File: src/rtl/sha_digest_unload_if.sv
// Digest-unload bus: capture strobe and hash word in from compression control,
// one-word-at-a-time valid/ready stream and status flags out to the host.
interface sha_digest_unload_if #(
    parameter int WORD_W    = 32,
    parameter int NUM_WORDS = 8,
    parameter int IDX_W     = 3
);
    logic                          DIGEST_VALID;
    logic [WORD_W*NUM_WORDS-1:0]   DIGEST_IN;
    logic [WORD_W-1:0]             OUT_DATA;
    logic                          OUT_VALID;
    logic                          OUT_READY;
    logic                          OUT_LAST;
    logic [IDX_W-1:0]              OUT_IDX;
    logic                          BUSY;
    logic                          DONE_PULSE;
    logic                          OVERRUN;

    modport master (
        input  DIGEST_VALID, DIGEST_IN, OUT_READY,
        output OUT_DATA, OUT_VALID, OUT_LAST, OUT_IDX, BUSY, DONE_PULSE, OVERRUN
    );

    modport slave (
        output DIGEST_VALID, DIGEST_IN, OUT_READY,
        input  OUT_DATA, OUT_VALID, OUT_LAST, OUT_IDX, BUSY, DONE_PULSE, OVERRUN
    );
endinterface

File: src/rtl/sha_digest_unload.sv
// Captures the final SHA-256 state on DIGEST_VALID and streams it out H0..H7,
// one word per accepted handshake, flagging digests that arrive while busy.
module sha_digest_unload #(
    parameter int WORD_W    = 32,
    parameter int NUM_WORDS = 8,
    parameter int IDX_W     = 3
) (
    input  logic                 CLK,
    input  logic                 RESET,
    sha_digest_unload_if.master  bus
);
    localparam int               DIG_W    = WORD_W * NUM_WORDS;
    localparam logic [IDX_W-1:0] LAST_IDX = IDX_W'(NUM_WORDS - 1);

    typedef enum logic [1:0] {IDLE, STREAM, DONE} state_t;

    state_t             r_state;
    logic [DIG_W-1:0]   r_shift;
    logic [IDX_W-1:0]   r_idx;
    logic               r_valid;
    logic               r_last;
    logic               r_busy;
    logic               r_done;
    logic               r_overrun;
    logic               w_xfer;

    assign w_xfer = r_valid && bus.OUT_READY;

    always_ff @(posedge CLK) begin
        if (RESET) begin
            r_state   <= IDLE;
            r_shift   <= '0;
            r_idx     <= '0;
            r_valid   <= 1'b0;
            r_last    <= 1'b0;
            r_busy    <= 1'b0;
            r_done    <= 1'b0;
            r_overrun <= 1'b0;
        end else begin
            case (r_state)
                IDLE: begin
                    r_done <= 1'b0;
                    if (bus.DIGEST_VALID) begin
                        r_state <= STREAM;
                        r_shift <= bus.DIGEST_IN;
                        r_idx   <= '0;
                        r_valid <= 1'b1;
                        r_last  <= (LAST_IDX == '0);
                        r_busy  <= 1'b1;
                    end
                end
                STREAM: begin
                    if (bus.DIGEST_VALID)
                        r_overrun <= 1'b1;
                    if (w_xfer) begin
                        r_shift <= r_shift << WORD_W;
                        if (r_idx == LAST_IDX) begin
                            // Index returns to 0 instead of stepping past the last word.
                            r_state <= DONE;
                            r_idx   <= '0;
                            r_valid <= 1'b0;
                            r_last  <= 1'b0;
                            r_done  <= 1'b1;
                        end else begin
                            r_idx  <= r_idx + 1'b1;
                            r_last <= ((r_idx + 1'b1) == LAST_IDX);
                        end
                    end
                end
                DONE: begin
                    if (bus.DIGEST_VALID)
                        r_overrun <= 1'b1;
                    r_state <= IDLE;
                    r_done  <= 1'b0;
                    r_busy  <= 1'b0;
                end
                default: begin
                    r_state <= IDLE;
                    r_valid <= 1'b0;
                    r_last  <= 1'b0;
                    r_busy  <= 1'b0;
                    r_done  <= 1'b0;
                end
            endcase
        end
    end

    assign bus.OUT_DATA   = r_shift[DIG_W-1 -: WORD_W];
    assign bus.OUT_VALID  = r_valid;
    assign bus.OUT_LAST   = r_last;
    assign bus.OUT_IDX    = r_idx;
    assign bus.BUSY       = r_busy;
    assign bus.DONE_PULSE = r_done;
    assign bus.OVERRUN    = r_overrun;
endmodule

File: src/flat_wrapper.sv
// flat-port wrapper written by rule: the top's interface ports become plain ports
module sha_digest_unload_flat 
#(
    parameter int WORD_W    = 32,
    parameter int NUM_WORDS = 8,
    parameter int IDX_W     = 3
)
  (CLK, RESET, bus_DIGEST_VALID, bus_DIGEST_IN, bus_OUT_READY, bus_OUT_DATA, bus_OUT_VALID, bus_OUT_LAST, bus_OUT_IDX, bus_BUSY, bus_DONE_PULSE, bus_OVERRUN);
  sha_digest_unload_if #(.WORD_W(WORD_W), .NUM_WORDS(NUM_WORDS), .IDX_W(IDX_W)) bus_i ();
  input  logic CLK;
  input  logic RESET;
  input wire logic [$bits(bus_i.DIGEST_VALID)-1:0] bus_DIGEST_VALID;
  input wire logic [$bits(bus_i.DIGEST_IN)-1:0] bus_DIGEST_IN;
  input wire logic [$bits(bus_i.OUT_READY)-1:0] bus_OUT_READY;
  output wire logic [$bits(bus_i.OUT_DATA)-1:0] bus_OUT_DATA;
  output wire logic [$bits(bus_i.OUT_VALID)-1:0] bus_OUT_VALID;
  output wire logic [$bits(bus_i.OUT_LAST)-1:0] bus_OUT_LAST;
  output wire logic [$bits(bus_i.OUT_IDX)-1:0] bus_OUT_IDX;
  output wire logic [$bits(bus_i.BUSY)-1:0] bus_BUSY;
  output wire logic [$bits(bus_i.DONE_PULSE)-1:0] bus_DONE_PULSE;
  output wire logic [$bits(bus_i.OVERRUN)-1:0] bus_OVERRUN;
  assign bus_i.DIGEST_VALID = bus_DIGEST_VALID;
  assign bus_i.DIGEST_IN = bus_DIGEST_IN;
  assign bus_i.OUT_READY = bus_OUT_READY;
  assign bus_OUT_DATA = bus_i.OUT_DATA;
  assign bus_OUT_VALID = bus_i.OUT_VALID;
  assign bus_OUT_LAST = bus_i.OUT_LAST;
  assign bus_OUT_IDX = bus_i.OUT_IDX;
  assign bus_BUSY = bus_i.BUSY;
  assign bus_DONE_PULSE = bus_i.DONE_PULSE;
  assign bus_OVERRUN = bus_i.OVERRUN;
  sha_digest_unload #(.WORD_W(WORD_W), .NUM_WORDS(NUM_WORDS), .IDX_W(IDX_W)) u_core (.CLK(CLK), .RESET(RESET), .bus(bus_i));
endmodule
File: config.mk
export PLATFORM = sky130hd
export DESIGN_NAME = sha_digest_unload_flat
export DESIGN_NICKNAME = d
export VERILOG_FILES = /design/src/rtl/sha_digest_unload_if.sv /design/src/rtl/sha_digest_unload.sv /design/src/flat_wrapper.sv
export SDC_FILE = /design/constraint.sdc
export NUM_CORES = 1
export LEC_CHECK = 0
export ABC_CLOCK_PERIOD_IN_PS = 2000
export CAP_MARGIN = 20
export CORE_MARGIN = 1.5
export CORE_UTILIZATION = 47
export CTS_BUF_LIST = sky130_fd_sc_hd__clkbuf_8
export CTS_CLUSTER_DIAMETER = 150
export CTS_CLUSTER_SIZE = 24
export DETAILED_ROUTE_END_ITERATION = 10
export GPL_ROUTABILITY_DRIVEN = 0
export GPL_TIMING_DRIVEN = 0
export MAX_ROUTING_LAYER = met4
export PLACE_DENSITY = 0.79
export SYNTH_ARGS = -nofsm -noshare
export SYNTH_HDL_FRONTEND = slang
export SYNTH_SLANG_ARGS = --single-unit
export TNS_END_PERCENT = 5
File: constraint.sdc
create_clock -name CLK -period 2 [get_ports CLK]
set_clock_uncertainty 0.2 [all_clocks]
set_input_delay 0.5 -clock CLK [delete_from_list [all_inputs] [get_ports CLK]]
set_output_delay 0.5 -clock CLK [all_outputs]
set_load 0.02 [all_outputs]
==> results of run 1 <==
-- worst paths after layout --
kind / from / to / slack, ps
max: u_core.r_state[1]$_SDFFE_PP0P_ / u_core.r_shift[121]$_SDFFE_PP0P_ / -40
min: RESET / u_core.r_shift[222]$_SDFFE_PP0P_ / 230
max reg2reg: u_core.r_state[1]$_SDFFE_PP0P_ / u_core.r_shift[121]$_SDFFE_PP0P_ / -40
min reg2reg: u_core.bus.OUT_LAST$_SDFFE_PP0P_ / u_core.bus.OUT_LAST$_SDFFE_PP0P_ / 280
-- registers in the layout, summed over array words and instances, names as in the netlist --
| signal | count |
|---|---|
| u_core.bus.DONE_PULSE | 1 |
| u_core.r_shift | 256 |
| u_core.bus.OUT_IDX | 3 |
| u_core.bus.OUT_VALID | 1 |
| u_core.bus.BUSY | 1 |
| u_core.bus.OUT_LAST | 1 |
| u_core.r_state | 2 |
| u_core.bus.OVERRUN | 1 |
-- worst register-to-register path, cell delays in order, from the launching register on --
cell      delay [ps]
dfxtp_2          360
inv_4             80
ha_4             140
buf_6            110
a21boi_4         300
nor2_4            80
buf_12           160
buf_12           140
buf_12           150
a211oi_2         210
-- metrics by stage --
stage	std cells	hold WS, ps
detailed placement	1894	264.1
finish	1924	234.3
CTS	1919	179.1
global placement	1894	252.7
global route	1924	236.5
floorplan	1255	249.4
-- final cells by class --
cell class,count,area [um2]
fillers,2155,9384
multi-input cells,810,7010
flip-flops and latches,266,5340
repair buffers,309,3019
plain buffers,173,1349
well taps,341,426.7
clock buffers,15,206.4
clock inverters,1,30.03
inverters,6,27.53
diodes,3,7.507
-- per-layer routing --
metal / up-vias / GRT usage (%)
met5: - / -
met4: 0 / 7.481
met3: 72 / 4.114
met2: 417 / 47.54
met1: 5553 / 38.53
li1: 5332 / -
-- synth_stat cells, types with 3 or more instances --
cell and n:
buf_6 13, dfxtp_1 266, mux2i_1 225, ha_1 6
nand3_1 33, inv_1 5, a211oi_1 126, a211oi_2 100
a21oi_1 261, buf_4 60, buf_2 57, o21ai_0 36
clkbuf_1 41, nand4_1 3
-- cell families (layout without fill, tap and decap cells) --
kind of cell | count (synthesis) | in the layout
compound gates | 530 | 530
flops | 266 | 266
mux | 227 | 227
buf+inv | 179 | 504
simple gates | 47 | 47
fa+ha+maj | 6 | 6
other cells | 0 | 3
-- what timing repair did --
item	CTS	global route
endpoints found under the hold margin	0	0
pin swaps	1	3
gates cloned	0	2
buffers inserted	9	1
resized for setup	202	155
endpoints found under the setup margin	297	258
-- where the power goes --
group	internal (mW)	total (mW)	leakage, nW	switching [mW]
combinational	2.32	4.83	3.85	2.51
sequential	5.98	6.43	2.20	0.452
clock	0.723	2.47	0.119	1.75
==> metrics, run 1 <==
dominant synthesized flop cell=dfxtp_1; Worst Setup Path Type=reg -> reg; fin crit period=2041 ps; max incr delay on CP=360 ps; Arrival @ worst endpoint=2270 ps; drt first-iter violations=769; XOR/XNOR Fraction of Synth Area=0%; Highest Signal Layer=met4; CTS Sinks=266; EDFF count, synth=0; setup slack after layout=-41.37 ps; wire length on met1=18510 um; Synth Warn #=0; Crit path depth=9; synthesized flop and latch total=266; final worst-path cycle share=102.1%; # nets final=1847; synthesized cell area=12760 um2; Final ANT Viol Nets=0; post-route cell area=17420 um2; initial core utilization=47.61%; final core occ=64.99%; row cnt=60; Pins Over Slew Limit=0; post-synth top area share=41.73%; share of layout cells above drive strength 1=28.92%; outcome=finished, violations left; Die Wd=167.8 um; Syn Nets=1521; initial antenna violation count=3; post-synthesis mux area share=17.94%; commonest non-fill, non-tap cells in the layout=clkdlybuf4s50_1, dfxtp_1, a21oi_1; highest achievable clock rate=489.9 MHz; vias in the first global route=11.06k; power density over the cells=788.7 nW/um2; Num CTS Buffers=15; GRT Overall Usage=29.30%; max-cap violations=0; Mapped Avg Cell Area=10.17 um2; Register-to-Register Path Depth=9; startpoint class of the critical path=flip-flop; async set-reset flop share out of synthesis=0%; register area share after synthesis=41.73%; Slew HR=43.54%; CP max FO=10; clock root buffer=clkbuf_8; via count=11.37k; largest area contributor in the netlist=dfxtp_1; top cells by area, synth=dfxtp_1, mux2i_1, a21oi_1, a211oi_2, a211oi_1; commonest non-fill, non-tap cell in the layout=clkdlybuf4s50_1; Skew-Pair Late Insertion Delay=560 ps; Core ar.=26800 um2; die height=167.8 um; Detailed Route WL=42450 um; largest net degree at the start of global routing=25; CP Capture Type=flip-flop; DRT Pass-1 Iters=6; unrepaired setup endpoints after global routing=true; cells along the critical path=inv_4 -> ha_4 -> buf_6 -> a21boi_4 -> nor2_4 -> buf_12 -> buf_12 -> buf_12 -> a211oi_2; Post-Synthesis Cells=1255; delay-heaviest family, CP=buffers and inverters; Wirelength per Cell=22.06 um; H-tree Lvls=1; Post-CTS Hold Buffers=0; Worst Hold Class=in -> reg; crit path max-delay cell type=dfxtp_2; VDD IR max=0.0004973 V; first-pass GRT wire length=62600 um; DIE AREA=28150 um2; # port buffers=298; Leakage=6.175 nW; pre-CTS setup slack=-638.0 ps; Hold Path Depth=2; clk buf depth=3; Worst Path Required=2230 ps; final setup fails=15; met3 WL=2619 um; Post-Synth Adder-Cell Area=0.5883%; area grow syn2layout=36.48%; Vias/cell=5.912; IO Pins=300; Worst Path Buf+Inv=5; number of library cell types mapped by synthesis=33; Clock transition at path regs=150 ps; largest family of logic cells by synthesized area=compound AO/OA/AOI/OAI gates; total power after layout=13.74 mW; Placed Area=16170 um2; Final Hold Fails=0; crit-path most repeated cell=buf_12; Final TNS setup=-158.1 ps; Synth Area in Simple Gates=1.951%; Synth Area in Compound Gates=29.43%; CTS tree=done; violated checks=setup timing; dpl hpwl=31650 um; Worst-Margin Slew=846.9 ps; number of remaining DRC errors=0; grt total ovfl=0; met2 wire length=20040 um
Power figures use the tool's default switching activity.
==> run 2: changes to the inputs <==
SETUP_SLACK_MARGIN = 0.05   (was unset)
==> run 2 against run 1 <==
The run still ends with setup timing left. Non-clock buffer count up 2. Global-route usage up 0.47 points. Die area unchanged. Power up 2.1%. Combinational power up 5.2%. Core utilization up 1.6 points. Register-to-register slack about the same. Routed wire length up 1.0%. Sequential share of layout area down 0.70 points. Cell count up 0.10%. Largest cell class unchanged. Largest power group unchanged.
==> metrics, run 2 (synthesis results as in run 1) <==
CTS tree=done (unchanged); final setup fails=24 (was 15); largest net degree at the start of global routing=25 (unchanged); busiest layer in global routing=met2 (unchanged); CP max FO=10 (unchanged); grt total ovfl=0 (unchanged); Num CTS Buffers=15 (unchanged); initial core utilization=47.61% (unchanged); clock root buffer=clkbuf_8 (unchanged); row cnt=60 (unchanged); Final TNS setup=-254.9 ps (was -158.1 ps); area grow syn2layout=39.82% (was 36.48%); via count=11.41k (was 11.37k); vias in the first global route=11.24k (was 11.06k); final worst-path cycle share=102.0% (was 102.1%); total power after layout=14.03 mW (was 13.74 mW); max incr delay on CP=380 ps (was 360 ps); global-route met1 utilization=38.69% (was 38.53%); Vias/cell=5.925 (was 5.912); CTS Sinks=266 (unchanged); Die Wd=167.8 um (unchanged); Clock transition at path regs=150 ps (about the same); clk buf depth=3 (unchanged); Switch Pwr=4.847 mW (was 4.714 mW); cells along the critical path=inv_4 -> ha_4 -> buf_2 -> mux2_4 -> buf_6 -> buf_4 -> a21oi_2 -> a211oi_4 (was inv_4 -> ha_4 -> buf_6 -> a21boi_4 -> nor2_4 -> buf_12 -> buf_12 -> buf_12 -> a211oi_2); Gate power share=36.2% (was 35.2%); GR Util met2=47.64% (was 47.54%); Wirelength per Cell=22.27 um (was 22.06 um); DIE AREA=28150 um2 (unchanged); Final ANT Viol Nets=0 (unchanged); die height=167.8 um (unchanged); crit path max-delay cell type=dfxtp_2 (unchanged); initial antenna violation count=3 (unchanged); dpl hpwl=31650 um (unchanged); Placed Area=16170 um2 (unchanged); sw frac=34.56% (was 34.32%); H-tree Lvls=1 (unchanged); setup slack after layout=-39.70 ps (was -41.37 ps); VDD IR max=0.0005026 V (was 0.0004973 V); GRT Overall Usage=29.77% (was 29.30%); Leakage=6.270 nW (was 6.175 nW); Worst Hold Class=in -> reg (unchanged); Seq pwr share=46.1% (was 46.8%); commonest non-fill, non-tap cells in the layout=clkdlybuf4s50_1, dfxtp_1, mux2i_1 (was clkdlybuf4s50_1, dfxtp_1, a21oi_1); post-route cell area=17840 um2 (was 17420 um2); Detailed Route WL=42890 um (was 42450 um); Worst Path Required=2210 ps (was 2230 ps); Pins Over Slew Limit=0 (unchanged); met3 GRT Util=4.537% (was 4.114%); Slew HR=43.04% (was 43.54%); power density over the cells=786.1 nW/um2 (was 788.7 nW/um2); Core ar.=26800 um2 (unchanged); Clk network pwr share=17.7% (was 18.0%); highest achievable clock rate=490.3 MHz (was 489.9 MHz); share of layout cells above drive strength 1=34.01% (was 28.92%); Post-CTS Hold Buffers=0 (unchanged); commonest non-fill, non-tap cell in the layout=clkdlybuf4s50_1 (unchanged); number of remaining DRC errors=0 (unchanged); Arrival @ worst endpoint=2250 ps (was 2270 ps); pre-CTS setup slack=-638.0 ps (unchanged); Internal=9.179 mW (was 9.022 mW); first-pass GRT wire length=63640 um (was 62600 um); Worst Setup Path Type=reg -> reg (unchanged); Biggest register=u_core.r_shift (unchanged); # nets final=1849 (was 1847); max reg flops=256 (unchanged); # port buffers=298 (unchanged); outcome=finished, violations left (unchanged); drt first-iter violations=697 (was 769); max-cap violations=0 (unchanged); IO Pins=300 (unchanged); startpoint class of the critical path=flip-flop (unchanged); Skew-Pair Late Insertion Delay=560 ps (about the same); Final Hold Fails=0 (unchanged); DRT Pass-1 Iters=7 (was 6); Worst-Margin Slew=854.4 ps (was 846.9 ps); CP Capture Type=flip-flop (unchanged); unrepaired setup endpoints after global routing=true (unchanged); fin crit period=2040 ps (was 2041 ps); violated checks=setup timing (unchanged)
==> run 2: changes by cell type in the layout (fill, tap and decap cells not counted), moves of 3 or more <==
| cell | previous run | this run |
|---|---|---|
| a211oi_1 | 43 | 59 |
| buf_2 | 14 | 17 |
| dfxtp_1 | 256 | 253 |
| buf_8 | 5 | 14 |
| buf_4 | 107 | 100 |
| a21oi_4 | 0 | 3 |
| mux2i_1 | 210 | 202 |
| buf_12 | 7 | 11 |
| a21oi_1 | 228 | 148 |
| a211oi_2 | 182 | 166 |
| mux2i_2 | 15 | 23 |
| a21oi_2 | 33 | 110 |
==> run 2: metal layers <==
metal / up-vias / wire, um
met4: 0 / 1470
met5: - / 0
li1: 5334 / -
met1: 5539 / 18750
met2: 452 / 20130
met3: 86 / 2540
==> run 2: cell type report <==
class	instances	area, um2
timing repair buffer	312	3024
multi-input combinational	810	7289
sequential	266	5346
inverter	6	27.53
tap	341	426.7
fill	2112	8959
clock inverter	1	30.03
clock buffer	15	206.4
antenna	3	7.507
buffer	172	1484
==> run 2: critical path, delay by kind of cell (launching register included) <==
family          cells  cell delay [ps]
fa+ha+maj           1              150
buf+inv             4              560
compound gates      2              270
flops               1              380
mux                 1              310
==> run 2: worst paths after layout <==
check	start	endpoint	slack (ps)	cells after the start
worst max-delay path	u_core.r_state[1]$_SDFFE_PP0P_	u_core.r_shift[135]$_SDFFE_PP0P_	-40	8
worst max register to register	u_core.r_state[1]$_SDFFE_PP0P_	u_core.r_shift[135]$_SDFFE_PP0P_	-40	8
worst min register to register	u_core.r_shift[12]$_SDFFE_PP0P_	u_core.r_shift[12]$_SDFFE_PP0P_	290	2
worst min-delay path	RESET	u_core.r_shift[220]$_SDFFE_PP0P_	210	2
==> run 2: power groups by stage <==
stage	logic (mW)	registers [mW]	clock network [mW]
after floorplan	2.80	6.34	0
after global placement	4.12	6.47	0
after detailed placement	4.20	6.49	0
after CTS	4.66	6.42	2.49
after global routing	5.37	6.52	2.65
final	5.08	6.47	2.48
==> run 2: timing repair <==
action | 4_1_cts | 5_1_grt
pin swaps | 2 | 7
cloned | 1 | 2
buffers inserted | 10 | 2
gates resized for setup | 336 | 151
endpoints found under the setup margin | 297 | 256
==> run 2: through the flow <==
step / utilization [%] / hold WS, ps / std cells
6_report: 66.57 / 212.5 / 1926
3_3_place_gp: 60.34 / 252.7 / 1894
2_1_floorplan: - / 249.4 / 1255
5_1_grt: 66.57 / 221.3 / 1926
4_1_cts: 64.26 / 167.2 / 1920
3_5_place_dp: 60.34 / 264.1 / 1894
